File: src/rtl/regfile_master_pkg.sv
// Shared encodings for the register-file master: command opcodes, controller
// states and the strobe-counter width helper.
package regfile_master_pkg;

    typedef enum logic [1:0] {
        OP_RD  = 2'b00,
        OP_WR  = 2'b01,
        OP_CLR = 2'b10,
        OP_ILL = 2'b11
    } op_e;

    typedef enum logic [2:0] {
        IDLE   = 3'd0,
        WR     = 3'd1,
        WR_REC = 3'd2,
        RD     = 3'd3,
        CLR    = 3'd4,
        RSP    = 3'd5
    } state_e;

    function automatic int max_int(input int a, input int b);
        return (a > b) ? a : b;
    endfunction

    // One spare bit so the largest load value never needs the top code.
    function automatic int cnt_width(input int wr_cycles, input int rd_lat);
        return $clog2(max_int(wr_cycles, rd_lat)) + 1;
    endfunction

endpackage

File: src/rtl/regfile_master_timer.sv
// Loadable down-counter timing the rf_wr / rf_rd strobes; done marks the
// last strobe cycle (count reached zero).
import regfile_master_pkg::*;

module regfile_master_timer #(
    parameter int CW = 2
) (
    input  logic          clk,
    input  logic          rst,
    input  logic          load,
    input  logic [CW-1:0] load_val,
    input  logic          en,
    output logic [CW-1:0] cnt,
    output logic          done
);

    logic [CW-1:0] cnt_q;
    logic [CW-1:0] cnt_d;

    // Next count: load wins, otherwise step down and stop at zero.
    always_comb begin
        cnt_d = cnt_q;
        if (load) begin
            cnt_d = load_val;
        end else if (en && (cnt_q != {CW{1'b0}})) begin
            cnt_d = cnt_q - {{(CW-1){1'b0}}, 1'b1};
        end else begin
            cnt_d = cnt_q;
        end
    end

    // Count register.
    always_ff @(posedge clk) begin
        if (rst) begin
            cnt_q <= {CW{1'b0}};
        end else begin
            cnt_q <= cnt_d;
        end
    end

    assign cnt  = cnt_q;
    assign done = (cnt_q == {CW{1'b0}});

endmodule

File: src/rtl/regfile_master.sv
// Command-driven initiator for a small register file: sequences rd/wr strobes
// with fixed timing and returns exactly one response beat per command.
import regfile_master_pkg::*;

module regfile_master #(
    parameter int            DW        = 8,
    parameter int            AW        = 2,
    parameter int            WR_CYCLES = 1,
    parameter int            RD_LAT    = 1,
    parameter logic [DW-1:0] CLR_VAL   = 8'h00
) (
    input  logic          clk,
    input  logic          rst,
    input  logic          cmd_valid,
    output logic          cmd_ready,
    input  logic [1:0]    cmd_op,
    input  logic [AW-1:0] cmd_addr,
    input  logic [DW-1:0] cmd_wdata,
    output logic          rsp_valid,
    input  logic          rsp_ready,
    output logic [DW-1:0] rsp_rdata,
    output logic          rsp_err,
    output logic [AW-1:0] rf_addr,
    output logic          rf_rd,
    output logic          rf_wr,
    output logic [DW-1:0] rf_data_in,
    input  logic [DW-1:0] rf_data_out
);

    localparam int            CW        = cnt_width(WR_CYCLES, RD_LAT);
    localparam logic [CW-1:0] WR_LOAD   = CW'(WR_CYCLES - 1);
    localparam logic [CW-1:0] RD_LOAD   = CW'(RD_LAT - 1);
    localparam logic [AW-1:0] ADDR_LAST = {AW{1'b1}};
    localparam logic [AW-1:0] ADDR_ONE  = AW'(1'b1);

    state_e        state_q, state_d;
    op_e           op_q, op_d;
    logic [AW-1:0] addr_q, addr_d;
    logic [DW-1:0] wdata_q, wdata_d;
    logic [DW-1:0] rdata_q, rdata_d;
    logic          err_q, err_d;
    logic          cmd_ready_q, cmd_ready_d;
    logic          rsp_valid_q, rsp_valid_d;
    logic          rf_rd_q, rf_rd_d;
    logic          rf_wr_q, rf_wr_d;

    logic          tmr_load;
    logic [CW-1:0] tmr_val;
    logic          tmr_en;
    logic [CW-1:0] tmr_cnt;
    logic          tmr_done;

    regfile_master_timer #(.CW(CW)) u_timer (
        .clk      (clk),
        .rst      (rst),
        .load     (tmr_load),
        .load_val (tmr_val),
        .en       (tmr_en),
        .cnt      (tmr_cnt),
        .done     (tmr_done)
    );

    // Next-state, command latching and strobe/response flag decode.
    always_comb begin
        state_d  = state_q;
        op_d     = op_q;
        addr_d   = addr_q;
        wdata_d  = wdata_q;
        rdata_d  = rdata_q;
        err_d    = err_q;
        tmr_load = 1'b0;
        tmr_val  = WR_LOAD;
        tmr_en   = 1'b0;

        case (state_q)
            IDLE: begin
                // cmd_ready_q gates acceptance so the first post-reset cycle is idle.
                if (cmd_valid && cmd_ready_q) begin
                    op_d    = op_e'(cmd_op);
                    addr_d  = cmd_addr;
                    wdata_d = cmd_wdata;
                    rdata_d = {DW{1'b0}};
                    err_d   = 1'b0;
                    case (op_e'(cmd_op))
                        OP_RD: begin
                            state_d  = RD;
                            tmr_load = 1'b1;
                            tmr_val  = RD_LOAD;
                        end
                        OP_WR: begin
                            state_d  = WR;
                            tmr_load = 1'b1;
                        end
                        OP_CLR: begin
                            state_d  = CLR;
                            addr_d   = {AW{1'b0}};
                            wdata_d  = CLR_VAL;
                            tmr_load = 1'b1;
                        end
                        default: begin
                            state_d = RSP;
                            err_d   = 1'b1;
                        end
                    endcase
                end else begin
                    state_d = IDLE;
                end
            end
            WR, CLR: begin
                tmr_en = 1'b1;
                if (tmr_done) begin
                    state_d = WR_REC;
                end else begin
                    state_d = state_q;
                end
            end
            WR_REC: begin
                if ((op_q == OP_CLR) && (addr_q != ADDR_LAST)) begin
                    addr_d   = addr_q + ADDR_ONE;
                    state_d  = CLR;
                    tmr_load = 1'b1;
                end else if (op_q == OP_CLR) begin
                    addr_d  = addr_q + ADDR_ONE;
                    state_d = RSP;
                end else begin
                    state_d = RSP;
                end
            end
            RD: begin
                tmr_en = 1'b1;
                if (tmr_done) begin
                    rdata_d = rf_data_out;
                    state_d = RSP;
                end else begin
                    state_d = RD;
                end
            end
            RSP: begin
                if (rsp_ready) begin
                    state_d = IDLE;
                    rdata_d = {DW{1'b0}};
                    err_d   = 1'b0;
                end else begin
                    state_d = RSP;
                end
            end
            default: begin
                state_d = IDLE;
            end
        endcase

        // Interface flags are decoded from the next state so they are registered.
        cmd_ready_d = (state_d == IDLE);
        rf_wr_d     = (state_d == WR) || (state_d == CLR);
        rf_rd_d     = (state_d == RD);
        rsp_valid_d = (state_d == RSP);
    end

    // State and output registers; reset aborts any command in flight.
    always_ff @(posedge clk) begin
        if (rst) begin
            state_q     <= IDLE;
            op_q        <= OP_RD;
            addr_q      <= {AW{1'b0}};
            wdata_q     <= {DW{1'b0}};
            rdata_q     <= {DW{1'b0}};
            err_q       <= 1'b0;
            cmd_ready_q <= 1'b0;
            rsp_valid_q <= 1'b0;
            rf_rd_q     <= 1'b0;
            rf_wr_q     <= 1'b0;
        end else begin
            state_q     <= state_d;
            op_q        <= op_d;
            addr_q      <= addr_d;
            wdata_q     <= wdata_d;
            rdata_q     <= rdata_d;
            err_q       <= err_d;
            cmd_ready_q <= cmd_ready_d;
            rsp_valid_q <= rsp_valid_d;
            rf_rd_q     <= rf_rd_d;
            rf_wr_q     <= rf_wr_d;
        end
    end

    assign cmd_ready  = cmd_ready_q;
    assign rsp_valid  = rsp_valid_q;
    assign rsp_rdata  = rdata_q;
    assign rsp_err    = err_q;
    assign rf_addr    = addr_q;
    assign rf_data_in = wdata_q;
    assign rf_rd      = rf_rd_q;
    assign rf_wr      = rf_wr_q;

endmodule

File: config.mk
export PLATFORM = sky130hd
export DESIGN_NAME = regfile_master
export DESIGN_NICKNAME = d
export VERILOG_FILES = /design/src/rtl/regfile_master_pkg.sv /design/src/rtl/regfile_master_timer.sv /design/src/rtl/regfile_master.sv
export SDC_FILE = /design/constraint.sdc
export NUM_CORES = 1
export LEC_CHECK = 0
export CAP_MARGIN = 20
export CORE_MARGIN = 3
export CORE_UTILIZATION = 39
export CTS_CLUSTER_DIAMETER = 200
export CTS_CLUSTER_SIZE = 10
export DETAILED_ROUTE_END_ITERATION = 7
export PLACE_DENSITY = 0.81
export SLEW_MARGIN = 20
export SYNTH_ARGS = -nofsm -noshare
export SYNTH_HDL_FRONTEND = slang
export SYNTH_SLANG_ARGS = --single-unit
File: constraint.sdc
create_clock -name clk -period 1.8 [get_ports clk]
set_clock_uncertainty 0.1 [all_clocks]
set_input_delay 0.27 -clock clk [delete_from_list [all_inputs] [get_ports clk]]
set_output_delay 0.27 -clock clk [all_outputs]
set_load 0.02 [all_outputs]
==> key figures, run 1 <==
STA
  – Slew Viols, Final: 0
  – Slew Limit Headroom: 0.6570
  – Final-report hold violation count: 0
  – Hold slack: 0.3635 ns
  – Setup violators final: 0
  – Worst slew pin tran: between 0.5 and 0.6 ns
  – Max Fclk: about 0.59 GHz
  – Unrepaired setup endpoints after global routing: no
  – Min Tclk post-route: 1.700 ns
  – Final period util: 0.9446

Global route
  – Vias in the first global route: 1,258
  – GR Overflow Total: 0
  – First-pass GRT wire length: between 5 and 6 mm
  – Initial antenna violation count: 0
  – Largest net degree at the start of global routing: 15
  – GR Util All Layers: 0.1732

Routing
  – Drt wl/cell: 12.95 µm
  – DRT iter0 DRCs: 73
  – Final wirelength: 3.302 mm
  – DR pass1 iterations: 4
  – Drt drc: 0
  – Vias/cell: 5.094
  – Final ANT Viol Nets: 0
  – Vias: ~1,300

Floorplanning
  – Cell row count: 20
  – I/O pin total: 47
  – Die width: 63.65 µm
  – Die ar.: 4051 µm²
  – Core Region: 3103 µm²
  – Die H: 63.65 µm
  – Initial Utilization: 0.4177

Synth
  – Commonest cells post-synth: 29 x dfxtp_1, 24 x nand2_1, 15 x a21oi_1
  – Sequential-to-total area share from yosys stat: 0.4479
  – Synth Area in Simple Gates: 0.2722
  – Post-synthesis register bit count: 29
  – Synth Area in Compound Gates: 0.1544
  – Synth top area share: 0.4479
  – Gate Count Post-Synth: 155
  – Primary FF master, synth: dfxtp_1
  – Cell area after synthesis: 1296 µm²
  – Largest family of logic cells by synthesized area: simple AND/OR/NAND/NOR gates
  – Synth Warn #: 0
  – Synthesized area per cell: 8.363 µm²
  – Synth area leader: dfxtp_1
  – Post-synth EDFFs: 0
  – Adder-cell share of the synthesized area: 0.009653
  – Netlist cell types: 34
  – Mapped Nets: 180
  – XOR/XNOR Fraction of Synth Area: 0.01351
  – Synth area leaders: dfxtp_1 45%, nand2_1 6.9%, mux2i_1 6.2%
  – Async SR Flop Fraction: 0
  – Mux contribution to synthesized area: 0.06178
  – Most common cell in the synthesized netlist: dfxtp_1

Setup path
  – CP required: around 1.4 ns
  – CP max stage delay: 0.63 ns
  – Setup CP Type: reg2out
  – Reg2reg setup slack: 0.11 ns
  – Family with the most delay on the worst path: buffers and inverters
  – Critical path, cell by cell: clkdlybuf4s50_1
  – Reg2Reg Depth: 6
  – R2r startpoint: state_q[2]
  – Crit Path Max Fanout: 5
  – Crit start category: flop
  – Reg2reg end: rsp_err
  – CP startpoint: rf_addr[0]
  – Crit-path slowest cell: clkdlybuf4s50_1
  – Worst Setup End Kind: output port
  – Crit path DAT: 1.33 ns
  – Buf/Inv on CP: 1

Final layout
  – Share of layout cells above drive strength 1: 0.1185
  – Ant diodes: 0
  – P&R area growth vs syn: 48.26%
  – Final Core Density: 0.6194
  – Layout Nets: 235

Clock tree
  – Clock latency at the later pin of the worst-skew pair: 0.31 ns
  – Setup repair bufs after CTS: 0
  – Hold_buf cts: 0
  – Bufs on Longest Clock Path: 2
  – Clk root buf: clkbuf_4
  – Sink Count: 29
  – Post_cts resized: 0
  – CTS clk-pin slew, worst paths: 0.09 ns
  – H-Tree Level Count: 2
  – CTS tree: done
  – TritonCTS buffer count: 5

Run status
  – Outcome: completed

Min path
  – Hold Path Class: reg2reg
  – Hold Path Origin: rf_data_in[5]
  – Hold Crit Endpoint: rf_data_in[5]
  – Min-Delay Path Depth: 2

Run
  – Max-cap violations: 0

Placed design
  – IO buf count: 46
  – Hpwl dp: 2.527 mm
  – Placer Congestion: 0.8251

Power and ir drop
  – Peak VDD IR: between 0.4 and 0.5 mV
  – PD cells: 999.4 nW/µm²
  – Static leakage: a little over 0.7 nW
==> report_power, final <==
| group | leakage [nW] | switching, W | internal (W) |
|---|---|---|---|
| logic | 0.465 | 0.000409 | 0.000383 |
| registers | 0.235 | 0.0000504 | 0.000721 |
| clock network | 0.0265 | 0.000202 | 0.000155 |
==> cells in the final DEF (no fill, tap or decap), types with 5 or more instances in the layout <==
| cell type | instances |
|---|---|
| a21oi_1 | 15 |
| buf_4 | 14 |
| clkbuf_4 | 5 |
| clkdlybuf4s50_1 | 46 |
| dfxtp_1 | 29 |
| mux2i_1 | 8 |
| nand2_1 | 24 |
| nand2b_1 | 10 |
| nand3_1 | 10 |
| nor2_1 | 10 |
==> through the flow <==
step | setup TNS [ns] | power (W) | cell area [µm²] | worst slack (ns) | instances
2_1_floorplan | 0 | 0.001251 | 1296 | 0.06675 | 155
3_3_place_gp | -1.235 | 0.001544 | 1868 | -0.1443 | 247
3_5_place_dp | -1.660 | 0.001569 | 1868 | -0.1898 | 247
4_1_cts | 0 | 0.001921 | 1917 | 0.09153 | 255
5_1_grt | 0 | 0.002030 | 1922 | 0.05089 | 255
6_report | 0 | 0.001921 | 1922 | 0.09977 | 255
==> routing by layer <==
layer  track usage  part of all wire  vias to the layer above
met5             0                 0                        -
met3       0.04456             0.052                        9
met1        0.1947              0.43                      606
met4       0.05660             0.013                        0
li1              -                 -                      645
met2        0.3142              0.51                       39
==> worst max path at each step <==
stage                       endpoint  slack (ns)  depth (start not counted)
after global routing           rf_wr        0.05                          6
final                     rf_addr[0]         0.1                          1
after detailed placement     rsp_err       -0.19                          7
after global placement       rsp_err       -0.14                          7
after CTS                 rf_addr[0]        0.09                          1
after floorplan            rsp_valid        0.07                          7
==> cell type report <==
| class | count | area, µm² |
|---|---|---|
| Inverter | 1 | 3.754 |
| Clock buffer | 8 | 48.80 |
| Tap cell | 44 | 55.05 |
| Timing Repair Buffer | 60 | 565.5 |
| Fill cell | 290 | 1181 |
| Sequential cell | 29 | 580.6 |
| Multi-Input combinational cell | 113 | 668.1 |
==> registers in the layout (all words and copies together), names as in the netlist <==
signal       cells
rf_addr          2
cmd_ready        1
rsp_err          1
op_q             2
state_q          3
rf_rd            1
rsp_valid        1
u_timer.cnt      1
rf_wr            1
rf_data_in       8
rsp_rdata        8
==> logic make-up after synthesis <==
group / count (synthesis)
XOR/XNOR: 2
buffers and inverters: 13
multiplexers: 8
AND/OR/NAND/NOR: 71
AO/OA/AOI/OAI: 31
adder cells (fa/ha/maj): 1
flip-flops: 29
(Power assumes the default switching activity.)
==> inputs of run 2 (changes only) <==
Settings changed: CORE_ASPECT_RATIO set to 0.8, CORE_UTILIZATION 39 to 40, PLACE_DENSITY 0.81 to 0.82, SYNTH_HIERARCHICAL set to 1.
==> run 2 against run 1 <==
  * Register-to-register slack got worse by 0.04 ns
  * Final cell count shrank 2.0%
  * Wire length grew 7.5%
  * Power is 26% higher
  * Via count shrank 0.23%
  * Worst setup slack got worse by 0.033 ns
  * Critical path type is now reg2reg
==> key figures, run 2 <==
Floorplanning
  – Die width: 71.20 µm
  – Cell row count: 18
  – Initial Utilization: 0.4283
  – Die H: 58.16 µm
  – Die ar.: approximately 4100 µm²
  – Core Region: 3176 µm²
  – I/O pin total: 47

Synth
  – Gate Count Post-Synth: approximately 150
  – Synth area leaders: dfxtp_1 43%, nand2_1 6.9%, nand3b_1 5.0%
  – Synthesized area per cell: 8.948 µm²
  – Most common cell in the synthesized netlist: dfxtp_1
  – Commonest cells post-synth: 29 x dfxtp_1, 25 x nand2_1, 13 x a21oi_1, 9 x nand3b_1
  – Synth Warn #: 6
  – Primary FF master, synth: dfxtp_1
  – Cell area after synthesis: 1360 µm²
  – Synth top area share: 0.4269
  – Post-synth EDFFs: 0
  – Sequential-to-total area share from yosys stat: 0.4269
  – Post-synthesis register bit count: 29
  – Mapped Nets: 177
  – Netlist cell types: between 40 and 50
  – Async SR Flop Fraction: 0
  – Synth area leader: dfxtp_1

Global route
  – Largest net degree at the start of global routing: 17
  – Vias in the first global route: around 1,300
  – GR Overflow Total: 0
  – Initial antenna violation count: 0
  – First-pass GRT wire length: around 6 mm
  – GR Util All Layers: 0.1844

Final layout
  – Ant diodes: 0
  – Layout Nets: 234
  – P&R area growth vs syn: 51.89%
  – Commonest non-fill, non-tap cell in the layout: clkdlybuf4s50_1
  – Final std cells w/o fill: 250
  – Share of layout cells above drive strength 1: 0.1952
  – Commonest cells after routing, fill and taps aside: 46 x clkdlybuf4s50_1, 27 x dfxtp_1, 25 x nand2_1

STA
  – Final-report hold violation count: 0
  – Min Tclk post-route: 1.733 ns
  – Setup violators final: 0
  – Slew Viols, Final: 0
  – Unrepaired setup endpoints after global routing: no
  – Max Fclk: 0.5771 GHz
  – Final period util: 0.9627
  – Hold slack: 0.3593 ns

Routing
  – Final wirelength: ~3.5 mm
  – Vias/cell: 5.184
  – DRT iter0 DRCs: 63
  – WL met2: 1.762 mm
  – Met3 routed WL: 222 µm
  – Drt drc: 0
  – Vias: about 1,300
  – Final ANT Viol Nets: 0
  – DR pass1 iterations: 5
  – Top Layer Used: met4
  – Drt wl/cell: 14.20 µm
  – M1 wire length: 1.516 mm

Clock tree
  – Hold_buf cts: 0
  – TritonCTS buffer count: 5
  – CTS clk-pin slew, worst paths: 0.06 ns
  – H-Tree Level Count: 2
  – Clk root buf: clkbuf_8
  – Clock latency at the later pin of the worst-skew pair: 0.29 ns
  – Sink Count: 29
  – CTS tree: done
  – Bufs on Longest Clock Path: 2

Min path
  – Hold Path Class: reg2reg

Power and ir drop
  – Power Internal: 0.001627 W
  – Static leakage: around 0.76 nW
  – Logic pwr share: 0.373
  – Flop pwr share: 0.335
  – PD cells: 1168 nW/µm²
  – Final total power: 0.002412 W
  – Switching fraction of total power: 0.3257
  – Switch Pwr: 0.0007855 W
  – Clock network fraction of design power: 0.292
  – Peak VDD IR: 0.5297 mV

Placed design
  – IO buf count: 46
  – Hpwl dp: 2.630 mm
  – Placer Congestion: 0.8611
  – Inst Count DP: 241

Setup path
  – Worst Setup End Kind: flop
  – Setup CP Type: reg2reg
  – Crit Path Max Fanout: 5
  – Crit path DAT: around 1.8 ns
  – Crit start category: flop
  – CP required: 1.86 ns

Run
  – Max-cap violations: 0

Run status
  – Outcome: completed
-- run 2: cell types whose count changed after synthesis, moves of 3 or more --
| cell | previous run | this run |
|---|---|---|
| nand2b_1 | 10 | 1 |
| clkbuf_1 | 9 | 2 |
| mux2i_1 | 8 | 1 |
| nand3b_1 | 2 | 9 |
| o21ai_0 | 3 | 8 |
| inv_1 | 1 | 4 |
| nor2_1 | 10 | 7 |
-- run 2: area by class of cell --
cell class | instances | area, µm²
clock inverter | 1 | 30.03
multi-input combinational | 107 | 695.7
sequential | 29 | 583.1
fill | 253 | 1110
inverter | 4 | 15.01
clock buffer | 7 | 86.33
tap | 40 | 50.05
timing repair buffer | 62 | 605.6
-- run 2: critical path, cell delays in order (launching register included) --
cell and delay [ns]:
dfxtp_1 0.44, or2b_2 0.37, o22ai_1 0.23, a221oi_2 0.09, buf_4 0.17, xnor2_1 0.16, nor3_2 0.06
-- run 2: metal layers --
layer	global-route usage	vias to the layer above
met5	0	-
met4	0.09383	0
met3	0.05026	5
met2	0.3050	42
met1	0.2206	611
li1	-	638
-- run 2: stage by stage --
| step | worst slack [ns] | setup TNS, ns | cell area [µm²] | util |
|---|---|---|---|---|
| finish | 0.06720 | 0 | 2066 | 0.6505 |
| global route | 0.002964 | 0 | 2066 | 0.6505 |
| CTS | 0.01656 | 0 | 2052 | 0.6462 |
| detailed placement | -0.2566 | -3.138 | 1928 | 0.6072 |
| global placement | -0.2037 | -2.412 | 1928 | 0.6072 |
| floorplan | 0.06824 | 0 | 1360 | - |
-- run 2: cells by family after synthesis --
family / after synthesis / synth area share
flops: 29 / 0.4269
buf+inv: 16 / 0.06992
fa+ha+maj: 1 / 0.009198
simple gates: 69 / 0.2824
other cells: 1 / 0.002757
mux: 1 / 0.007360
compound gates: 33 / 0.1886
xor+xnor: 2 / 0.01288
-- run 2: final timing paths --
kind | cells after the start | end | slack (ns) | start
max reg2reg | 6 | rf_wr | 0.07 | state_q[2]
min | 2 | rf_data_in[5] | 0.36 | rf_data_in[5]
max | 6 | rf_wr | 0.07 | state_q[2]
min reg2reg | 2 | rf_data_in[5] | 0.36 | rf_data_in[5]
-- run 2: repair_timing --
action                                  4_1_cts  5_1_grt
hold endpoints to repair                      0        0
endpoints found under the setup margin        1        8
resized for setup                             1        3
pin swaps                                     0        1
setup buffers                                 0        1
-- run 2: power by group through the flow --
stage	clock network [W]	logic, W	registers, W
2_1_floorplan	0	0.000479	0.000861
3_3_place_gp	0	0.000830	0.000808
3_5_place_dp	0	0.000868	0.000815
4_1_cts	0.000713	0.000876	0.000804
5_1_grt	0.000742	0.000976	0.000817
6_report	0.000705	0.000900	0.000807
==> inputs of run 3 (changes only) <==
==> constraint.sdc (replaced) <==
create_clock -name clk -period 1.8 [get_ports clk]
set_clock_uncertainty 0.1 [all_clocks]
set_input_delay 0.18 -clock clk [delete_from_list [all_inputs] [get_ports clk]]
set_output_delay 0.18 -clock clk [all_outputs]
set_load 0.02 [all_outputs]
==> run 3 against run 2 <==
  * Final area decreased by 3.0%
  * Power decreased by 9.8%
  * Utilization decreased by 1.9 points
  * Non-clock buffer count decreased by 3
  * Sequential power about the same
  * Final cell count decreased by 1.6%
  * Largest power group unchanged
==> key figures, run 3 (synthesized netlist as in run 2, its figures left out) <==
Final layout
  – # fillers: 258
  – Commonest non-fill, non-tap cell in the layout: clkdlybuf4s50_1
  – Final Core Density: 0.6312
  – P&R area growth vs syn: 47.38%
  – Commonest cells after routing, fill and taps aside: 46 x clkdlybuf4s50_1, 27 x dfxtp_1, 25 x nand2_1
  – Multi-input gate area: 699.4 µm²
  – Share of layout cells above drive strength 1: 0.1845
  – Sequential cell area: 583.1 µm²
  – Ant diodes: 0
  – Layout Nets: between 200 and 250

Floorplanning
  – Core Region: 3176 µm²
  – Initial Utilization: 0.4283
  – Die ar.: 4140 µm²
  – Cell row count: 18
  – Die width: 71.20 µm
  – Die H: 58.16 µm
  – I/O pin total: 47

Clock tree
  – Hold_buf cts: 0
  – Sink Count: 29
  – Clock latency at the later pin of the worst-skew pair: 0.28 ns
  – H-Tree Level Count: 2
  – Clk root buf: clkbuf_8
  – Bufs on Longest Clock Path: 2
  – TritonCTS buffer count: 5
  – CTS tree: done
  – CTS clk-pin slew, worst paths: 0.06 ns

Setup path
  – Crit path DAT: roughly 1.8 ns
  – CP startpoint: state_q[1]
  – Worst Setup End Kind: flop
  – Crit start category: flop
  – CP max stage delay: 0.40 ns
  – Critical path depth: 6
  – Buf/Inv on CP: 1
  – Critical path, cell by cell: buf_4 -> and2b_2 -> o22ai_1 -> a221oi_2 -> xnor2_1 -> nor3_2
  – Family with the most delay on the worst path: compound AO/OA/AOI/OAI gates
  – Reg2Reg Depth: 6
  – Crit Path Max Fanout: 5
  – Setup CP Type: reg2reg
  – Crit-path slowest cell: a221oi_2
  – CP required: 1.85 ns
  – R2r startpoint: state_q[1]

Placed design
  – IO buf count: 46
  – Placer Congestion: 0.8744
  – Hpwl dp: 2.542 mm

Run status
  – Outcome: completed

STA
  – Final period util: 0.9493
  – Max Fclk: 0.5852 GHz
  – Final-report hold violation count: 0
  – Unrepaired setup endpoints after global routing: no
  – Post-route setup TNS: 0 ns
  – Setup violators final: 0
  – Hold slack: around 0.35 ns
  – Min Tclk post-route: 1.709 ns
  – Slew Viols, Final: 0

Routing
  – Met3 routed WL: between 200 and 250 µm
  – Drt drc: 0
  – Vias: 1,281
  – Final ANT Viol Nets: 0
  – DR pass1 iterations: 4
  – WL met2: 1.583 mm
  – DRT iter0 DRCs: 79
  – Top Layer Used: met4
  – Final wirelength: about 3.4 mm
  – Vias/cell: 5.207
  – Drt wl/cell: between 10 and 15 µm
  – M1 wire length: between 1 and 1.5 mm

Power and ir drop
  – Logic pwr share: 0.388
  – Flop pwr share: 0.369
  – Switching fraction of total power: 0.3413
  – Power Internal: 0.001433 W
  – Clock network fraction of design power: 0.242
  – Switch Pwr: 0.0007427 W
  – Peak VDD IR: roughly 0.49 mV
  – Static leakage: 0.7255 nW
  – PD cells: 1086 nW/µm²

Global route
  – Largest net degree at the start of global routing: 17
  – Vias in the first global route: 1,276
  – Initial antenna violation count: 0
  – GR Overflow Total: 0
  – First-pass GRT wire length: ~5.7 mm
  – GR Util All Layers: 0.1752

Min path
  – Hold Path Class: reg2reg
  – Hold Path Origin: rf_data_in[0]
  – Min-Delay Path Depth: 2

Run
  – Max-cap violations: 0
## run 3: cell count changes in the layout (fill, tap and decap cells not counted)
| cell | change |
|---|---|
| buf_4 | -2 |
| buf_12 | -1 |
| bufinv_16 | -1 |
| nor2_1 | -1 |
| nor2_2 | +1 |
| nor3_1 | -1 |
| nor3_2 | +1 |
| or4_1 | +1 |
| or4_4 | -1 |
## run 3: cell type report
class | instances | share of cell area
Multi-Input combinational cell | 107 | 0.3489
Sequential cell | 29 | 0.2909
Inverter | 4 | 0.007491
Clock buffer | 7 | 0.04307
Tap cell | 40 | 0.02497
Timing Repair Buffer | 59 | 0.2846
## run 3: tightest hold or removal path, cell delays in order (launching register included)
cell and delay, ns:
dfxtp_1 0.30, nand2_1 0.05, a21oi_1 0.05
## run 3: power by group through the flow
stage / combinational (W) / sequential (W) / clock (W)
floorplan: 0.000479 / 0.000861 / 0
global placement: 0.000796 / 0.000807 / 0
detailed placement: 0.000830 / 0.000813 / 0
CTS: 0.000840 / 0.000801 / 0.000544
global route: 0.000915 / 0.000813 / 0.000576
finish: 0.000845 / 0.000804 / 0.000527
## run 3: final timing paths
kind / slack, ns / end
setup / recovery: 0.09 / rf_wr
hold / removal: 0.35 / rf_data_in[0]
setup reg to reg: 0.09 / rf_wr
hold reg to reg: 0.35 / rf_data_in[0]
## run 3: timing repair
item,CTS,global route
gates resized for setup,1,4
buffers inserted,0,0
setup endpoints to repair,1,6
pin swaps,0,2
## run 3: stage by stage
stage / cells / area (µm²) / power [W] / worst slack (ns)
after detailed placement: 239 / 1901 / 0.001643 / -0.1509
final: 246 / 2004 / 0.002176 / 0.09119
after global placement: 239 / 1901 / 0.001604 / -0.1101
after global routing: 246 / 2004 / 0.002304 / 0.005151
after floorplan: 152 / 1360 / 0.001341 / 0.06824
after CTS: 246 / 1994 / 0.002184 / 0.05818
## run 3: layer usage
layer  track usage  vias up
li1              -      634
met1        0.2225      595
met2        0.2670       43
met3       0.05893        9
met4       0.08579        0
met5             0        -
